--- src/rtl/alsu_pkg.sv ---
// Shared types for the ALSU arbiter: command packing,
// opcodes and controller state encoding.
package alsu_pkg;

    localparam int CMD_W = 16;

    localparam int CIN_BIT    = 15;
    localparam int SERIAL_BIT = 14;
    localparam int RED_A_BIT  = 13;
    localparam int RED_B_BIT  = 12;
    localparam int BYP_A_BIT  = 11;
    localparam int BYP_B_BIT  = 10;
    localparam int DIR_BIT    = 9;
    localparam int OP_LSB     = 6;
    localparam int A_LSB      = 3;
    localparam int B_LSB      = 0;

    localparam logic [2:0] OP_AND    = 3'd0;
    localparam logic [2:0] OP_XOR    = 3'd1;
    localparam logic [2:0] OP_ADD    = 3'd2;
    localparam logic [2:0] OP_MULT   = 3'd3;
    localparam logic [2:0] OP_SHIFT  = 3'd4;
    localparam logic [2:0] OP_ROTATE = 3'd5;

    typedef logic [CMD_W-1:0] cmd_t;

    typedef enum logic [1:0] {
        IDLE  = 2'd0,
        ISSUE = 2'd1,
        WAIT  = 2'd2,
        RESP  = 2'd3
    } state_t;

endpackage

--- src/rtl/alsu_arbiter_if.sv ---
// Requester, ALSU and response signals of the ALSU arbiter.
// slave is the arbiter side, master the requester/ALSU side.
interface alsu_arbiter_if;
    import alsu_pkg::*;

    logic       req0;
    cmd_t       cmd0;
    logic       req1;
    cmd_t       cmd1;
    logic       gnt0;
    logic       gnt1;
    cmd_t       alsu_cmd;
    logic [5:0] alsu_out;
    logic       alsu_invalid;
    logic       rsp_valid;
    logic       rsp_id;
    logic [5:0] rsp_data;
    logic       rsp_err;
    logic       busy;

    modport slave (
        input  req0, cmd0, req1, cmd1, alsu_out, alsu_invalid,
        output gnt0, gnt1, alsu_cmd,
        output rsp_valid, rsp_id, rsp_data, rsp_err, busy
    );

    modport master (
        output req0, cmd0, req1, cmd1, alsu_out, alsu_invalid,
        input  gnt0, gnt1, alsu_cmd,
        input  rsp_valid, rsp_id, rsp_data, rsp_err, busy
    );

endinterface

--- src/rtl/alsu_rr_picker.sv ---
// Combinational two-way picker: round-robin on ties,
// or strict requester-0 priority in FIXED mode.
module alsu_rr_picker #(
    parameter string ARB_MODE = "RR"
) (
    input  logic req0,
    input  logic req1,
    input  logic last_served,
    output logic valid,
    output logic winner
);
    localparam bit FIXED = (ARB_MODE == "FIXED");

    always_comb begin
        valid  = req0 | req1;
        winner = 1'b0;
        unique case (1'b1)
            req0 && req1:  winner = FIXED ? 1'b0 : ~last_served;
            req1 && !req0: winner = 1'b1;
            default:       winner = 1'b0;
        endcase
    end

endmodule

--- src/rtl/alsu_arbiter.sv ---
// Shares one ALSU between two requesters: grants one command,
// applies it for a single ALSU edge, returns the tagged result.
module alsu_arbiter
    import alsu_pkg::*;
#(
    parameter int    ALSU_LATENCY = 2,
    parameter string ARB_MODE     = "RR",
    parameter cmd_t  NOP_CMD      = 16'h0000
) (
    input logic           clk,
    input logic           rst,
    alsu_arbiter_if.slave bus
);
    localparam int            CW       = $clog2(ALSU_LATENCY + 1);
    localparam logic [CW-1:0] CNT_INIT = CW'(ALSU_LATENCY - 1);

    state_t        state;
    state_t        state_n;
    logic [CW-1:0] cnt;
    logic          last_served;
    logic          id;
    logic          pick_valid;
    logic          winner;
    logic          gnt0_q;
    logic          gnt1_q;
    logic          rsp_valid_q;
    logic          rsp_id_q;
    logic          rsp_err_q;
    logic          busy_q;
    logic [5:0]    rsp_data_q;
    cmd_t          alsu_cmd_q;

    alsu_rr_picker #(.ARB_MODE(ARB_MODE)) picker (
        .req0        (bus.req0),
        .req1        (bus.req1),
        .last_served (last_served),
        .valid       (pick_valid),
        .winner      (winner)
    );

    always_ff @(posedge clk or negedge rst) begin
        if (!rst) state <= IDLE;
        else      state <= state_n;
    end

    always_comb begin
        state_n = state;
        unique case (state)
            IDLE:    if (pick_valid) state_n = ISSUE;
            ISSUE:   state_n = WAIT;
            WAIT:    if (cnt == '0) state_n = RESP;
            RESP:    state_n = IDLE;
            default: state_n = IDLE;
        endcase
    end

    // Registered outputs; requests seen outside IDLE never reach the datapath
    always_ff @(posedge clk or negedge rst) begin
        if (!rst) begin
            cnt         <= '0;
            last_served <= 1'b1;
            id          <= 1'b0;
            gnt0_q      <= 1'b0;
            gnt1_q      <= 1'b0;
            alsu_cmd_q  <= NOP_CMD;
            rsp_valid_q <= 1'b0;
            rsp_id_q    <= 1'b0;
            rsp_data_q  <= '0;
            rsp_err_q   <= 1'b0;
            busy_q      <= 1'b0;
        end else begin
            busy_q <= (state_n != IDLE);
            unique case (state)
                IDLE: begin
                    if (pick_valid) begin
                        alsu_cmd_q  <= winner ? bus.cmd1 : bus.cmd0;
                        gnt0_q      <= ~winner;
                        gnt1_q      <= winner;
                        id          <= winner;
                        last_served <= winner;
                    end
                end
                ISSUE: begin
                    gnt0_q     <= 1'b0;
                    gnt1_q     <= 1'b0;
                    alsu_cmd_q <= NOP_CMD;
                    cnt        <= CNT_INIT;
                end
                WAIT: begin
                    if (cnt == '0) begin
                        rsp_data_q  <= bus.alsu_out;
                        rsp_err_q   <= bus.alsu_invalid;
                        rsp_id_q    <= id;
                        rsp_valid_q <= 1'b1;
                    end else begin
                        cnt <= cnt - 1'b1;
                    end
                end
                RESP: rsp_valid_q <= 1'b0;
                default: ;
            endcase
        end
    end

    assign bus.gnt0      = gnt0_q;
    assign bus.gnt1      = gnt1_q;
    assign bus.alsu_cmd  = alsu_cmd_q;
    assign bus.rsp_valid = rsp_valid_q;
    assign bus.rsp_id    = rsp_id_q;
    assign bus.rsp_data  = rsp_data_q;
    assign bus.rsp_err   = rsp_err_q;
    assign bus.busy      = busy_q;

endmodule

--- src/flat_wrapper.sv ---
// flat-port wrapper written by rule: the top's interface ports become plain ports
module alsu_arbiter_flat import alsu_pkg::*;
#(
    parameter int    ALSU_LATENCY = 2,
    parameter string ARB_MODE     = "  ",
    parameter cmd_t  NOP_CMD      = 16'h0000
)
  (clk, rst, bus_req0, bus_cmd0, bus_req1, bus_cmd1, bus_alsu_out, bus_alsu_invalid, bus_gnt0, bus_gnt1, bus_alsu_cmd, bus_rsp_valid, bus_rsp_id, bus_rsp_data, bus_rsp_err, bus_busy);
  alsu_arbiter_if bus_i ();
  input logic clk;
  input logic rst;
  input wire logic [$bits(bus_i.req0)-1:0] bus_req0;
  input wire logic [$bits(bus_i.cmd0)-1:0] bus_cmd0;
  input wire logic [$bits(bus_i.req1)-1:0] bus_req1;
  input wire logic [$bits(bus_i.cmd1)-1:0] bus_cmd1;
  input wire logic [$bits(bus_i.alsu_out)-1:0] bus_alsu_out;
  input wire logic [$bits(bus_i.alsu_invalid)-1:0] bus_alsu_invalid;
  output wire logic [$bits(bus_i.gnt0)-1:0] bus_gnt0;
  output wire logic [$bits(bus_i.gnt1)-1:0] bus_gnt1;
  output wire logic [$bits(bus_i.alsu_cmd)-1:0] bus_alsu_cmd;
  output wire logic [$bits(bus_i.rsp_valid)-1:0] bus_rsp_valid;
  output wire logic [$bits(bus_i.rsp_id)-1:0] bus_rsp_id;
  output wire logic [$bits(bus_i.rsp_data)-1:0] bus_rsp_data;
  output wire logic [$bits(bus_i.rsp_err)-1:0] bus_rsp_err;
  output wire logic [$bits(bus_i.busy)-1:0] bus_busy;
  assign bus_i.req0 = bus_req0;
  assign bus_i.cmd0 = bus_cmd0;
  assign bus_i.req1 = bus_req1;
  assign bus_i.cmd1 = bus_cmd1;
  assign bus_i.alsu_out = bus_alsu_out;
  assign bus_i.alsu_invalid = bus_alsu_invalid;
  assign bus_gnt0 = bus_i.gnt0;
  assign bus_gnt1 = bus_i.gnt1;
  assign bus_alsu_cmd = bus_i.alsu_cmd;
  assign bus_rsp_valid = bus_i.rsp_valid;
  assign bus_rsp_id = bus_i.rsp_id;
  assign bus_rsp_data = bus_i.rsp_data;
  assign bus_rsp_err = bus_i.rsp_err;
  assign bus_busy = bus_i.busy;
  alsu_arbiter #(.ALSU_LATENCY(ALSU_LATENCY), .ARB_MODE(ARB_MODE), .NOP_CMD(NOP_CMD)) u_core (.clk(clk), .rst(rst), .bus(bus_i));
endmodule
--- config.mk ---
export PLATFORM = sky130hd
export DESIGN_NAME = alsu_arbiter_flat
export DESIGN_NICKNAME = d
export VERILOG_FILES = /design/src/rtl/alsu_pkg.sv /design/src/rtl/alsu_arbiter_if.sv /design/src/rtl/alsu_rr_picker.sv /design/src/rtl/alsu_arbiter.sv /design/src/flat_wrapper.sv
export SDC_FILE = /design/constraint.sdc
export NUM_CORES = 1
export LEC_CHECK = 0
export BUFFER_PORTS_ARGS = -buffer_cell sky130_fd_sc_hd__buf_2
export CORE_MARGIN = 1
export CORE_UTILIZATION = 50
export DETAILED_ROUTE_END_ITERATION = 7
export PLACE_DENSITY = 0.92
export RECOVER_POWER = 50
export SLEW_MARGIN = 20
export SYNTH_ARGS = -nofsm -noshare
export SYNTH_HDL_FRONTEND = slang
export SYNTH_HIERARCHICAL = 1
export SYNTH_SLANG_ARGS = --single-unit
--- constraint.sdc ---
create_clock -name clk -period 4.2 [get_ports clk]
set_clock_uncertainty 0.05 [all_clocks]
set_input_delay 0.84 -clock clk [delete_from_list [all_inputs] [get_ports clk]]
set_output_delay 0.84 -clock clk [all_outputs]
set_load 0.03 [all_outputs]
==> impl_metrics.ini <==
[run_status]
status = finished, violations left
violations = max-capacitance violations, max-slew violations

[power]
p_sw_w = 0.0006865
power.internal_w = 0.0008665
pwr-share-seq = 0.348
switching_share = 0.4420
ir_worst_vdd_mv = 0.3200
power.density_nw_per_um2 = 759.2
pwr-share-comb = 0.499
leakagePower_nw = 1.068
p_clk_frac = 0.153

[routing]
drt_pass1_iterations = 4
final_antenna_net_count = 0
wl_per_cell_um = 11.96
wl_met3_um = 155
drcViolationCount = 0
vias = 1257
drtIter0Drc = 25
routed_via_density = 4.891
drt_wl_total_um = 3075
wl_met2_um = 1618
highest_layer = met4
wl_met1_um = 1257

[sta]
hold_slack_ps = 435.0
relSlewSlack = -0.3338
rsz0062_at_grt = false
period_minus_slack_ps = 2866
period_share = 0.6823
fmax_ghz = 0.3490
drv_slew = 54
hold_viol = 0
finalSetupTns_ps = 0
setup_viol = 0
worst_slack_ps = 1334
worstMarginPinSlew_ps = 1996

[flow_run]
maxCapViolCount = 2

[layout]
area_growth_syn_to_layout_pct = 28.03
nets = 260
seqCellArea_um2 = 852.1
layout-drive-gt1-share = 0.4648
num_antenna_cells = 0
final_cell_mix = buf_2 (69), dfrtp_1 (33), nand2_1 (23)
fillers = 261
layout_commonest_cell = buf_2
finalInstanceArea_um2 = 2046
multi_input_comb_area_um2 = 673.1

[worst_setup_path]
cp_data_required_time_ps = 4400
worstPathArrival_ps = 3070
path_max_fanout = 18
critPathCaptureType = flop
path_cells = buf_2, a21boi_1, nand3_1, o21ai_0
reg2reg_to = u_core/bus.gnt1
cpPeakStageDelay_ps = 1510
criticalPathCategory = primary input to flop
rrSetupSlack_ps = 1560
reg2reg_depth = 3
r2r_start = u_core/last_served
cp-start-kind = primary input
cpMaxStageDelayCell = a21boi_1

[synthesis]
synth_top_cell_area_share = 0.5168
synth_top_family_by_area = multiplexers
synth_xor_area_frac = 0
synthArstFlopShare = 1.000
ys_seq_elements = 34
synth.area.top_cells = dfrtp_1 (52%), mux2i_1 (11%), mux2_2 (5.6%)
synth_area_um2 = 1598
synthSimpleGateAreaFrac = 0.08927
syn_avg_cell_area_um2 = 11.49
yosys_most_used_dff = dfrtp_1
synth_cell_type_count = 27
synthMuxAreaShare = 0.1691
synth_enable_flop_cells = 0
syn-num-nets = 187
synthCells = 139
yosys.area.top_type = dfrtp_1
ys_seq_area_frac = 0.5333
synth_adder_area_share = 0.03915
yosysWarnings = 6
synth_compound_area_frac = 0.1237

[floorplanning]
fp.coreArea_um2 = 3053
ios = 71
die_w_um = 58.53
fp.dieArea_um2 = 3426
die_y_um = 58.53
num_rows = 20
start_util = 0.5234

[cts]
clock-root-buffer = clkbuf_4
clock_sinks = 34
clock_path_buffers = 2
htree_levels = 2
postCtsHoldBufs = 0
cts_tree = yes
path_clk_slew_ps = 110
cts_buffers = 5
cts_resized = 0
worstSkewPairLatency_ps = 330
postCtsSetupBuffers = 0

[placed_design]
place_ws_ps = 1650
place_area_um2 = 1968
place.gp.congestion = 0.7824
place.detailed.hpwl_um = 2362
portBuffers = 70

[global_route]
grt_max_degree = 35
antenna_found_initial = 0
grt_pass1_vias = 1203
grt.total_usage = 0.1902
overflow = 0
grt_pass1_wl_um = 4864

[worst_hold_path]
min_path_cells = 2
hold_start = u_core/bus.alsu_cmd[15]
hold_class = flop to flop
holdPathEnd = u_core/bus.alsu_cmd[15]
## layout make-up
class	instances	share of cell area
multi-input combinational	93	0.3291
sequential	34	0.4165
tap	44	0.02691
timing repair buffer	71	0.1743
clock buffer	5	0.01835
clock inverter	3	0.02202
inverter	7	0.01284
## registers in the layout, indices dropped and copies added, names as in the netlist
name	count
u_core/bus.alsu_cmd	16
u_core/bus.busy	1
u_core/bus.gnt0	1
u_core/bus.gnt1	1
u_core/bus.rsp_data	6
u_core/bus.rsp_err	1
u_core/bus.rsp_id	1
u_core/bus.rsp_valid	1
u_core/cnt	2
u_core/id	1
u_core/last_served	1
u_core/state	2
## power by group through the flow
stage / combinational (W) / sequential, W / clock [W]
6_report: 0.000776 / 0.000540 / 0.000237
5_1_grt: 0.000839 / 0.000554 / 0.000262
4_1_cts: 0.000783 / 0.000540 / 0.000245
3_5_place_dp: 0.000782 / 0.000548 / 0
3_3_place_gp: 0.000759 / 0.000541 / 0
2_1_floorplan: 0.000386 / 0.000748 / 0
## worst max-delay path: cells and delay by family
| family | cells | cell delay [ps] |
|---|---|---|
| AO/OA/AOI/OAI | 2 | 1800 |
| AND/OR/NAND/NOR | 1 | 330 |
| buffers and inverters | 1 | 90 |
## layer usage
layer,vias to the layer above,global-route usage
li1,620,-
met1,586,0.1991
met2,46,0.3547
met3,5,0.04176
met4,0,0.09864
met5,-,0
## metrics by stage
step | util | cells | total power [W]
3_3_place_gp | 0.6447 | 249 | 0.001299
6_report | 0.6701 | 257 | 0.001553
2_1_floorplan | - | 139 | 0.001134
4_1_cts | 0.6717 | 257 | 0.001568
5_1_grt | 0.6701 | 257 | 0.001655
3_5_place_dp | 0.6447 | 249 | 0.001329
## cells by family (layout without fill, tap and decap cells)
logic type	Yosys count	after routing
compound gates	29	29
mux	26	26
fa+ha+maj	5	5
simple gates	33	33
flops	34	34
buf+inv	12	86
## how the worst max path moves through the flow
| stage | endpoint | start | cells past startpoint | slack, ps |
|---|---|---|---|---|
| global placement | u_core/bus.alsu_cmd[6] | bus_req0 | 4 | 1760 |
| finish | u_core/bus.gnt1 | bus_req1 | 4 | 1330 |
| floorplan | u_core/bus.alsu_cmd[6] | bus_req0 | 5 | 2260 |
| global route | u_core/bus.gnt1 | bus_req1 | 4 | 1160 |
| detailed placement | u_core/bus.gnt1 | bus_req0 | 4 | 1650 |
| CTS | u_core/bus.gnt1 | bus_req0 | 4 | 2030 |
## Yosys cell counts (2+ instances only)
cell     count
nor2_1       2
ha_1         5
buf_4        2
inv_1        7
o21ai_0     13
mux2i_1     18
o21ai_2     10
or2_1        2
mux2_2       8
nand2_1     23
dfrtp_1     33
Power figures use the tool's default switching activity.
